## src/rtl/strobe_monitor_if.sv

```systemverilog
// Strobe-under-test and monitor report signals; the master side drives the strobe
// and observes the reports, the slave side is the monitor itself.
interface strobe_monitor_if #(
    parameter int CW = 10
);
    logic          strobe;
    logic [CW-1:0] period;
    logic          period_valid;
    logic          locked;
    logic          timeout;
    logic [7:0]    error_count;

    modport master (
        output strobe,
        input  period,
        input  period_valid,
        input  locked,
        input  timeout,
        input  error_count
    );

    modport slave (
        input  strobe,
        output period,
        output period_valid,
        output locked,
        output timeout,
        output error_count
    );
endinterface

```

## src/rtl/strobe_monitor.sv

```systemverilog
// Measures the interval between incoming one-clock strobes, tracks lock against an
// expected period with a tolerance window, and flags missing strobes.
module strobe_monitor #(
    parameter int EXPECTED   = 129,
    parameter int TOL        = 2,
    parameter int LOCK_COUNT = 4,
    parameter int CW         = 10
) (
    input  logic              clk,
    input  logic              reset_n,
    strobe_monitor_if.slave   bus
);

    localparam int GW = $clog2(LOCK_COUNT + 1);
    localparam logic [CW-1:0] WIN_LO  = CW'(EXPECTED - TOL);
    localparam logic [CW-1:0] WIN_HI  = CW'(EXPECTED + TOL);
    localparam logic [CW-1:0] CNT_MAX = '1;
    localparam logic [GW-1:0] LOCK_G  = GW'(LOCK_COUNT);

    typedef enum logic [1:0] {
        IDLE,
        HUNT,
        LOCKED
    } state_t;

    state_t        state;
    logic [CW-1:0] cnt;
    logic [GW-1:0] good;
    logic [GW-1:0] good_inc;
    logic [7:0]    err_inc;
    logic          in_window;
    logic          timeout_hit;

    // cnt reaches WIN_HI only once per gap, so the timeout cannot repeat within one gap
    always_comb begin
        in_window   = (cnt >= WIN_LO) && (cnt <= WIN_HI);
        timeout_hit = (state != IDLE) && !bus.strobe && (cnt == WIN_HI);
        good_inc    = good + 1'b1;
        err_inc     = (bus.error_count == 8'hFF) ? 8'hFF : bus.error_count + 8'd1;
    end

    always_ff @(posedge clk or negedge reset_n) begin
        if (!reset_n) begin
            cnt <= '0;
        end else if (bus.strobe) begin
            cnt <= CW'(1);
        end else if (cnt != CNT_MAX) begin
            cnt <= cnt + 1'b1;
        end
    end

    always_ff @(posedge clk or negedge reset_n) begin
        if (!reset_n) begin
            state            <= IDLE;
            good             <= '0;
            bus.period       <= '0;
            bus.period_valid <= 1'b0;
            bus.locked       <= 1'b0;
            bus.timeout      <= 1'b0;
            bus.error_count  <= 8'd0;
        end else begin
            bus.period_valid <= 1'b0;
            bus.timeout      <= 1'b0;

            // IDLE has no earlier strobe to measure from
            if (bus.strobe && (state != IDLE)) begin
                bus.period       <= cnt;
                bus.period_valid <= 1'b1;
            end

            case (state)
                IDLE: begin
                    if (bus.strobe) begin
                        state <= HUNT;
                        good  <= '0;
                    end
                end
                HUNT: begin
                    if (bus.strobe) begin
                        if (in_window) begin
                            good <= good_inc;
                            if (good_inc == LOCK_G) begin
                                state      <= LOCKED;
                                bus.locked <= 1'b1;
                            end
                        end else begin
                            good <= '0;
                        end
                    end else if (timeout_hit) begin
                        bus.timeout <= 1'b1;
                        good        <= '0;
                    end
                end
                LOCKED: begin
                    if ((bus.strobe && !in_window) || timeout_hit) begin
                        state           <= HUNT;
                        good            <= '0;
                        bus.locked      <= 1'b0;
                        bus.error_count <= err_inc;
                        bus.timeout     <= timeout_hit;
                    end
                end
                default: begin
                    state      <= IDLE;
                    good       <= '0;
                    bus.locked <= 1'b0;
                end
            endcase
        end
    end

endmodule
```

## src/flat_wrapper.sv

```systemverilog
// flat-port wrapper written by rule: the top's interface ports become plain ports
module strobe_monitor_flat 
#(
    parameter int EXPECTED   = 129,
    parameter int TOL        = 2,
    parameter int LOCK_COUNT = 4,
    parameter int CW         = 10
)
  (clk, reset_n, bus_strobe, bus_period, bus_period_valid, bus_locked, bus_timeout, bus_error_count);
  strobe_monitor_if #(.CW(CW)) bus_i ();
  input  logic clk;
  input  logic reset_n;
  input wire logic [$bits(bus_i.strobe)-1:0] bus_strobe;
  output wire logic [$bits(bus_i.period)-1:0] bus_period;
  output wire logic [$bits(bus_i.period_valid)-1:0] bus_period_valid;
  output wire logic [$bits(bus_i.locked)-1:0] bus_locked;
  output wire logic [$bits(bus_i.timeout)-1:0] bus_timeout;
  output wire logic [$bits(bus_i.error_count)-1:0] bus_error_count;
  assign bus_i.strobe = bus_strobe;
  assign bus_period = bus_i.period;
  assign bus_period_valid = bus_i.period_valid;
  assign bus_locked = bus_i.locked;
  assign bus_timeout = bus_i.timeout;
  assign bus_error_count = bus_i.error_count;
  strobe_monitor #(.EXPECTED(EXPECTED), .TOL(TOL), .LOCK_COUNT(LOCK_COUNT), .CW(CW)) u_core (.clk(clk), .reset_n(reset_n), .bus(bus_i));
endmodule
```

## config.mk

```make
export PLATFORM = sky130hd
export DESIGN_NAME = strobe_monitor_flat
export DESIGN_NICKNAME = d
export VERILOG_FILES = /design/src/rtl/strobe_monitor_if.sv /design/src/rtl/strobe_monitor.sv /design/src/flat_wrapper.sv
export SDC_FILE = /design/constraint.sdc
export NUM_CORES = 1
export LEC_CHECK = 0
export BUFFER_PORTS_ARGS = -buffer_cell sky130_fd_sc_hd__clkbuf_2
export CORE_MARGIN = 5
export CORE_UTILIZATION = 50
export CTS_BUF_LIST = sky130_fd_sc_hd__clkbuf_4 sky130_fd_sc_hd__clkbuf_8 sky130_fd_sc_hd__clkbuf_16
export CTS_CLUSTER_DIAMETER = 100
export DETAILED_ROUTE_END_ITERATION = 10
export PLACE_DENSITY = 0.72
export SYNTH_ARGS = -nofsm -noshare
export SYNTH_HDL_FRONTEND = slang
export SYNTH_SLANG_ARGS = --single-unit
```

## constraint.sdc

```tcl
create_clock -name clk -period 2.32 [get_ports clk]
set_input_delay 0.232 -clock clk [delete_from_list [all_inputs] [get_ports clk]]
set_output_delay 0.232 -clock clk [all_outputs]
set_load 0.005 [all_outputs]
```

==> Word-level counts from Yosys, hierarchy flattened <==
Index checks and enable logic that the tools add are counted.
{ "classes": {"add_sub_neg": 3, "order_cmp": 2, "eq_ne": 12, "muxes": 25, "bitwise": 1, "reduce_logical": 15} }
{ "op_table": {"columns": ["cell", "n"], "rows": [
  ["$mux W10", 2],
  ["$mux W3", 5],
  ["$add A10 B1 Y10 const B", 1],
  ["$eq A10 B8 Y1 const B", 1],
  ["$ge A10 B7 Y1 const B", 1],
  ["$le A10 B8 Y1 const B", 1],
  ["$mux W2", 5],
  ["$ne A10 B10 Y1 const B", 1],
  ["$reduce_and A5 Y1", 2],
  ["$pmux W3 S3", 1],
  ["$add A8 B1 Y8 const B", 1],
  ["$eq A8 B8 Y1 const B", 1],
  ["$mux W1", 8],
  ["$mux W8", 1],
  ["$ne A2 B1 Y1 const B", 3],
  ["$pmux W2 S3", 1],
  ["$logic_and A1 B1 Y1", 5],
  ["$ne A2 B2 Y1 const B", 2],
  ["$reduce_bool A2 Y1", 2],
  ["$add A3 B1 Y3 const B", 1],
  ["$eq A3 B3 Y1 const B", 1],
  ["$ne A3 B2 Y1 const B", 1],
  ["$pmux W1 S3", 1],
  ["$reduce_and A3 Y1", 1],
  ["8 further kinds", 9]
]} }
{ "totals": {"reg_bits": 36} }

==> Longest topological paths before layout <==
Gate-level depths: netlist of run 1.
{ "logic_depth": {"ltp_word": 7, "depth_mapped": 8, "ltp_nobuf": 7} }

==> Least setup slack after synthesis of run 1 <==
No wires, ideal clock.
{ "synth_path": {"kind": "register to register", "startpoint": "register u_core.cnt[0]", "endpoint": "register u_core.state[0]", "arrival_ns": 1.837, "t_required_ns": 2.195, "path_slack_ns": 0.359, "stages_incl_launch_ff": 8, "path_cell_list": "dfrtp_1 > ha_1 > and3_2 > buf_2 > nand3_1 > nand3_1 > a221oi_2 > mux2_2"} }
{ "synth_via": {"elab_chain_cells": 7, "elab_cells_between_ends": 11} }
{ "synth_rtl": {"columns": ["element", "line", "rtl"], "rows": [
  ["start: declaration", "strobe_monitor.sv:27", "logic [CW-1:0] cnt;"],
  ["start signal: assignment", "strobe_monitor.sv:48", "cnt <= cnt + 1'b1;"],
  ["$ge A10 B7 Y1 or $le A10 B8 Y1 (tied branches)", "strobe_monitor.sv:36", "in_window = (cnt >= WIN_LO) && (cnt <= WIN_HI);"],
  ["$logic_and A1 B1 Y1", "strobe_monitor.sv:36", null],
  ["$logic_not A1 Y1", "strobe_monitor.sv:95", "if ((bus.strobe && !in_window) || timeout_hit) begin"],
  ["$logic_and A1 B1 Y1", "strobe_monitor.sv:95", null],
  ["$logic_or A1 B1 Y1", "strobe_monitor.sv:95", null],
  ["$ne A2 B1 Y1 (no line)", null, null],
  ["$reduce_and A5 Y1 (no line) (*)", null, null],
  ["end signal: assignment", "strobe_monitor.sv:83", "state <= LOCKED;"],
  ["end signal: assignment", "strobe_monitor.sv:96", "state <= HUNT;"],
  ["end signal: assignment", "strobe_monitor.sv:104", "state <= IDLE;"],
  ["end: declaration", "strobe_monitor.sv:26", "state_t state;"]
]} }
Mark *: on every way between the ends. The rest lies on a longest branch, timed or not.
A chain may end at the register's enable or synchronous reset.

==> Worst setup path after layout of run 1 <==
Same ends and word-level chain as after synthesis.

==> results of run 1 <==
placed cells by master, fill, tap and decap left out, types with 2 or more instances in the layout:
cell / instances
a21oi_1: 10
a31oi_1: 7
and3_1: 6
clkbuf_2: 23
clkbuf_8: 5
dfrtp_1: 36
ha_1: 8
inv_1: 9
mux2_2: 12
mux2i_1: 5
nand2_1: 13
nand2b_1: 3
nand3_1: 11
nor2_1: 17
nor3_1: 11
o21ai_0: 3
o2bb2ai_1: 2
xor2_1: 5
synthesized netlist by cell type (all sizes together):
library cell,count,area (sq um)
dfrtp,36,901
nor2,17,63.8
nand2,13,48.8
mux2,12,135
nand3,11,55.1
nor3,11,55.1
a21oi,10,50.1
inv,9,33.8
ha,8,100
a31oi,7,43.8
and3,7,45.1
buf,5,27.5
mux2i,5,50.1
xor2,5,43.8
clkbuf,4,15.0
nand2b,3,18.8
o21ai,3,15.0
o2bb2ai,3,26.3
and2,2,15.0
nand4,2,27.5
a221oi,1,15.0
a2bb2oi,1,8.76
a41oi,1,8.76
and4,1,8.76
nor2b,1,6.26
nor3b,1,7.51
nor4,1,21.3
nor4b,1,23.8
o211ai,1,7.51
o21a,1,7.51
o22ai,1,6.26
o31ai,1,7.51
or3,1,6.26
xnor2,1,8.76
kinds of logic after synthesis:
group                    count (synthesis)  share of synthesized area (%)
AO/OA/AOI/OAI                           30                           10.3
XOR/XNOR                                 6                           2.75
adder cells (fa/ha/maj)                  8                           5.23
buffers and inverters                   18                           3.99
flip-flops                              36                           47.1
multiplexers                            17                           9.67
AND/OR/NAND/NOR                         72                           21.0
worst reg2reg max path: cells and delay by family (launching register included):
family / cells / cell delay [ns]
DFF: 1 / 0.41
AOI/OAI and AO/OA: 1 / 0.29
and+or+nand+nor: 3 / 0.66
muxes: 1 / 0.37
adders and majority gates: 1 / 0.29
through the flow:
step	setup WS (ns)	cells
floorplan	0.359	187
global placement	0.280	250
detailed placement	0.162	250
CTS	0.148	258
global route	0.0256	258
finish	0.193	258
flip-flops by register name, indices dropped and copies added, names as in the netlist:
signal	cells
u_core.bus.period	10
u_core.cnt	10
u_core.bus.error_count	8
u_core.good	3
u_core.state	2
u_core.bus.locked	1
u_core.bus.period_valid	1
u_core.bus.timeout	1
routing by layer:
layer / track usage, % / wire [um] / share of wire (%)
met1: 19.3 / 1670 / 43
met2: 26.2 / 1920 / 50
met3: 5.47 / 149 / 3.9
met4: 8.35 / 97 / 2.5
met5: 0 / 0 / 0
cell type report:
type / count / share of cell area (%)
Multi-Input combinational cell: 133 / 43.4
Timing Repair Buffer: 24 / 5.65
Tap cell: 48 / 2.76
Inverter: 9 / 1.56
Clock inverter: 2 / 1.61
Sequential cell: 36 / 41.5
Clock buffer: 6 / 3.51
how the worst max path moves through the flow:
stage / to / slack (ns) / depth (start not counted)
6_report: u_core.state[0] / 0.19 / 6
3_5_place_dp: u_core.bus.error_count[6] / 0.16 / 5
2_1_floorplan: u_core.state[0] / 0.36 / 7
5_1_grt: u_core.state[0] / 0.03 / 6
3_3_place_gp: u_core.bus.error_count[2] / 0.28 / 5
4_1_cts: u_core.bus.error_count[6] / 0.15 / 5
power by group through the flow:
stage | sequential, mW | clock [mW] | combinational (mW)
after floorplan | 0.731 | 0 | 0.242
after global placement | 0.731 | 0 | 0.338
after detailed placement | 0.738 | 0 | 0.347
after CTS | 0.726 | 0.559 | 0.351
after global routing | 0.734 | 0.598 | 0.387
final | 0.725 | 0.544 | 0.348
timing repair:
action,CTS,global route
endpoints found under the setup margin,0,3
gates resized for setup,0,1
hold buffers,0,0
hold endpoints to repair,0,0
==> metrics, run 1 <==
Slew Limit Fails 0; reg2reg start u_core.cnt[0]; H-tree levels 2; Synth Register Bits 36; area of the multi-input gates ~940 sq um; Netlist cell types 38; most frequent cell on the critical path nand3_1; Pint 1.17 mW; CTS Buffer Depth 2; startpoint types register; placed cell area 2050 sq um; antenna violations before repair 0; hold slack roughly 0.049 ns; clock buffer count from CTS 5; CTS tree yes; fin crit share 91.7%; filler cell count 341; Max Fclk 0.470 GHz; # diodes 0; final instance area 2170 sq um; Min Clock Period, post-route about 2.1 ns; delay of the slowest critical-path stage 0.41 ns; post-route DRC violation count 0; worst-path cell chain ha_1, and3_2, nand3_1, nand3_1, a221oi_2, mux2_2; worst setup path start u_core.cnt[0]; IO Pins 24; maximum vdd ir drop 0.453 mV; Routed WL 3830 um; warning count from the yosys run 0; FF-to-FF End u_core.state[0]; die width 71.9 um; register area 901 sq um; Setup TNS 0 ns; status complete, no violations; Final Skew between 0.004 and 0.005 ns; GR Util All Layers 16.3%; sequential fraction of the synthesis area 47.1%; largest fanout on the critical path 6; Final Util 58.9%; Die Ht 71.9 um; post-CTS setup buffer count 0; type of element capturing the critical path register; Crit path max-delay family simple AND/OR/NAND/NOR gates; Detail Route Antenna Nets 0; synthesized instance count 187; Final Hold Viols 0; Mapped Nets roughly 200; Pwr per Cell Area 744 nW/um^2; Core Area 3690 sq um; unrepaired setup endpoints after global routing no; vias in the first global route ~1500; Crit path arrival time 2.29 ns; Max-Cap Viols 0; R2R setup slack approximately 0.19 ns; post-DP HPWL 2820 um; clock-pin slew on the worst setup and hold paths 0.07 ns; via count 1453; WP buf/inv 0; Core Rows 22; Root Driver clkbuf_8; static leakage 1.03 nW; die area 5170 sq um; IO Port Bufs 23; Clock Latency Late Sink 0.28 ns; Power, Total about 1.6 mW; Clock Sinks 36; Worst Hold Class in2async; Final GP Congestion 0.860; Detailed Route Iter0 Violations 114; global route overflow 0; synthesized area 1910 sq um; crit path kind reg2reg; Initial Util 51.9%; Syn Area/Cell 10.2 sq um; final layout net count 220; clock share of power between 30% and 40%; # setup viols final 0; global-route wire length before repair 6570 um; WL per Instance 14.8 um; FF-to-FF path depth 6; area delta synth->final 13.5%; Sw Pwr 445 uW; Least-Margin Pin Slew ~0.86 ns; CP max-delay cell dfrtp_1; sw frac ~28%; power share of the combinational group 21.5%; layout cells sized above 1 24.3%; Worst EP required between 2 and 2.5 ns; Flop pwr share roughly 45%; post-DR vias/cell 5.63; DRT Pass-1 Iters 4; relative slew slack a little over two fifths; largest net degree at the start of global routing 37
(Power assumes the default switching activity.)
==> inputs of run 2 (changes only) <==
--- a/config.mk
+++ b/config.mk
@@ -11,7 +11,7 @@
 export CTS_BUF_LIST = sky130_fd_sc_hd__clkbuf_4 sky130_fd_sc_hd__clkbuf_8 sky130_fd_sc_hd__clkbuf_16
 export CTS_CLUSTER_DIAMETER = 100
 export DETAILED_ROUTE_END_ITERATION = 10
-export PLACE_DENSITY = 0.72
+export PLACE_DENSITY = 0.7
 export SYNTH_ARGS = -nofsm -noshare
 export SYNTH_HDL_FRONTEND = slang
 export SYNTH_SLANG_ARGS = --single-unit
==> metrics, run 2 (synthesis results as in run 1) <==
status complete, no violations; post-DP HPWL 2880 um (+2.0%); Core Rows 22 (unchanged); # diodes 0 (unchanged); layout cells sized above 1 24.3% (unchanged); post-route DRC violation count 0 (unchanged); worst-path cell chain ha_1, and3_2, nand3_1, nand3_1, a221oi_2, mux2_2; WL per Instance 15.3 um (+2.8%); Power, Total 1.61 mW (-0.31%); Slew Limit Fails 0 (unchanged); crit path kind reg2reg; H-tree levels 2 (unchanged); R2R setup slack 0.22 ns (+0.02 ns); FF-to-FF End u_core.state[0]; Detailed Route Iter0 Violations 107 (-6.1%); Max Fclk 0.475 GHz (+1.1%); final layout net count 220 (unchanged); Setup TNS 0 ns (unchanged); global-route wire length before repair 6800 um (+3.6%); Die Ht 71.9 um (unchanged); CTS tree yes; CP max-delay cell dfrtp_1; FF-to-FF path depth 6 (unchanged); Max-Cap Viols 0 (unchanged); CTS Buffer Depth 2 (unchanged); startpoint types register; vias in the first global route 1468 (-1.1%); Final Hold Viols 0 (unchanged); via count 1470 (+1.2%); Clock Sinks 36 (unchanged); IO Port Bufs 23 (unchanged); delay of the slowest critical-path stage 0.42 ns (about the same); Final Skew 0.00493 ns (+0.0000923 ns); final instance area 2170 sq um (unchanged); final cell count without fillers 258 (unchanged); post-DR vias/cell 5.70 (+1.2%); commonest non-fill, non-tap cells in the layout dfrtp_1, clkbuf_2, nor2_1; unrepaired setup endpoints after global routing no; placed cell area 2050 sq um (unchanged); relative slew slack 40.9% (-2.1 points); Min Clock Period, post-route 2.10 ns (-0.0222 ns); most common cell after layout, fill and taps aside dfrtp_1; largest net degree at the start of global routing 37 (unchanged); Clock Latency Late Sink 0.28 ns (about the same); die area 5170 sq um (unchanged); clock-pin slew on the worst setup and hold paths 0.07 ns (about the same); IO Pins 24 (unchanged); Initial Util 51.9% (unchanged); # setup viols final 0 (unchanged); maximum vdd ir drop 0.592 mV (+31%); Largest regs u_core.bus.period: 10 flops, u_core.cnt: 10 flops, u_core.bus.error_count: 8 flops; die width 71.9 um (unchanged); Worst EP required 2.49 ns (about the same); placed cell count 250 (unchanged); antenna violations before repair 0 (unchanged); Detail Route Antenna Nets 0 (unchanged); Pwr per Cell Area 742 nW/um^2 (-0.31%); Routed WL 3940 um (+2.8%); reg2reg start u_core.cnt[0]; Worst Hold Class in2async; area delta synth->final 13.5% (unchanged); Crit path arrival time 2.28 ns (about the same); static leakage 1.02 nW (-0.44%); fin crit share 90.7% (-0.96 points); global route overflow 0 (unchanged); GR Util All Layers 16.7% (+0.36 points); post-CTS setup buffer count 0 (unchanged); Final GP Congestion 0.864 (+0.47%); # resized after CTS 0 (unchanged); DRT Pass-1 Iters 4 (unchanged); Hold Buf Count CTS 0 (unchanged); most frequent cell on the critical path nand3_1; hold slack 0.0606 ns (+0.0118 ns); clock buffer count from CTS 5 (unchanged); largest fanout on the critical path 6 (unchanged); Core Area 3690 sq um (unchanged); type of element capturing the critical path register; Root Driver clkbuf_8; Least-Margin Pin Slew 0.887 ns (+0.0313 ns)
run 2: stage by stage:
stage                     worst slack, ns  utilization (%)
after floorplan                     0.359                -
after global placement              0.282             55.7
after detailed placement            0.148             55.7
after CTS                           0.157             58.7
after global routing               0.0803             58.9
final                               0.215             58.9
run 2: how the worst max path moves through the flow:
| stage | start | end | slack, ns | cells after the start |
|---|---|---|---|---|
| after floorplan | u_core.cnt[0] | u_core.state[0] | 0.36 | 7 |
| after global placement | u_core.cnt[6] | u_core.bus.error_count[2] | 0.28 | 5 |
| after detailed placement | u_core.cnt[3] | u_core.bus.error_count[6] | 0.15 | 5 |
| after CTS | u_core.cnt[6] | u_core.bus.error_count[6] | 0.16 | 5 |
| after global routing | u_core.cnt[0] | u_core.state[0] | 0.08 | 6 |
| final | u_core.cnt[0] | u_core.state[0] | 0.22 | 6 |
run 2: worst max-delay path, delay by kind of cell, from the launching register on:
family / cells / cell delay (ns)
compound gates: 1 / 0.25
fa+ha+maj: 1 / 0.31
flops: 1 / 0.42
mux: 1 / 0.36
simple gates: 3 / 0.66
run 2: final cells by class:
type                    instances  area (sq um)
clock buffers                   5          68.8
flip-flops and latches         36           901
fillers                       340          1520
multi-input cells             133           943
well taps                      48          60.1
clock inverters                 3          42.5
repair buffers                 24           123
inverters                       9          33.8
run 2: where the power goes:
group | switching (mW) | leakage [nW] | internal [mW] | total [mW]
Combinational | 0.188 | 0.487 | 0.160 | 0.348
Clock | 0.221 | 0.0541 | 0.318 | 0.539
Sequential | 0.0443 | 0.480 | 0.681 | 0.725
Total | 0.453 | 1.02 | 1.16 | 1.61
run 2: routing by layer:
| metal | vias to the layer above | global-route usage [%] | wire length, um |
|---|---|---|---|
| met5 | - | 0 | 0 |
| met2 | 43 | 27.7 | 2050 |
| met4 | 0 | 6.68 | 37 |
| met1 | 718 | 21.1 | 1660 |
| met3 | 4 | 3.51 | 193 |
| li1 | 705 | - | - |
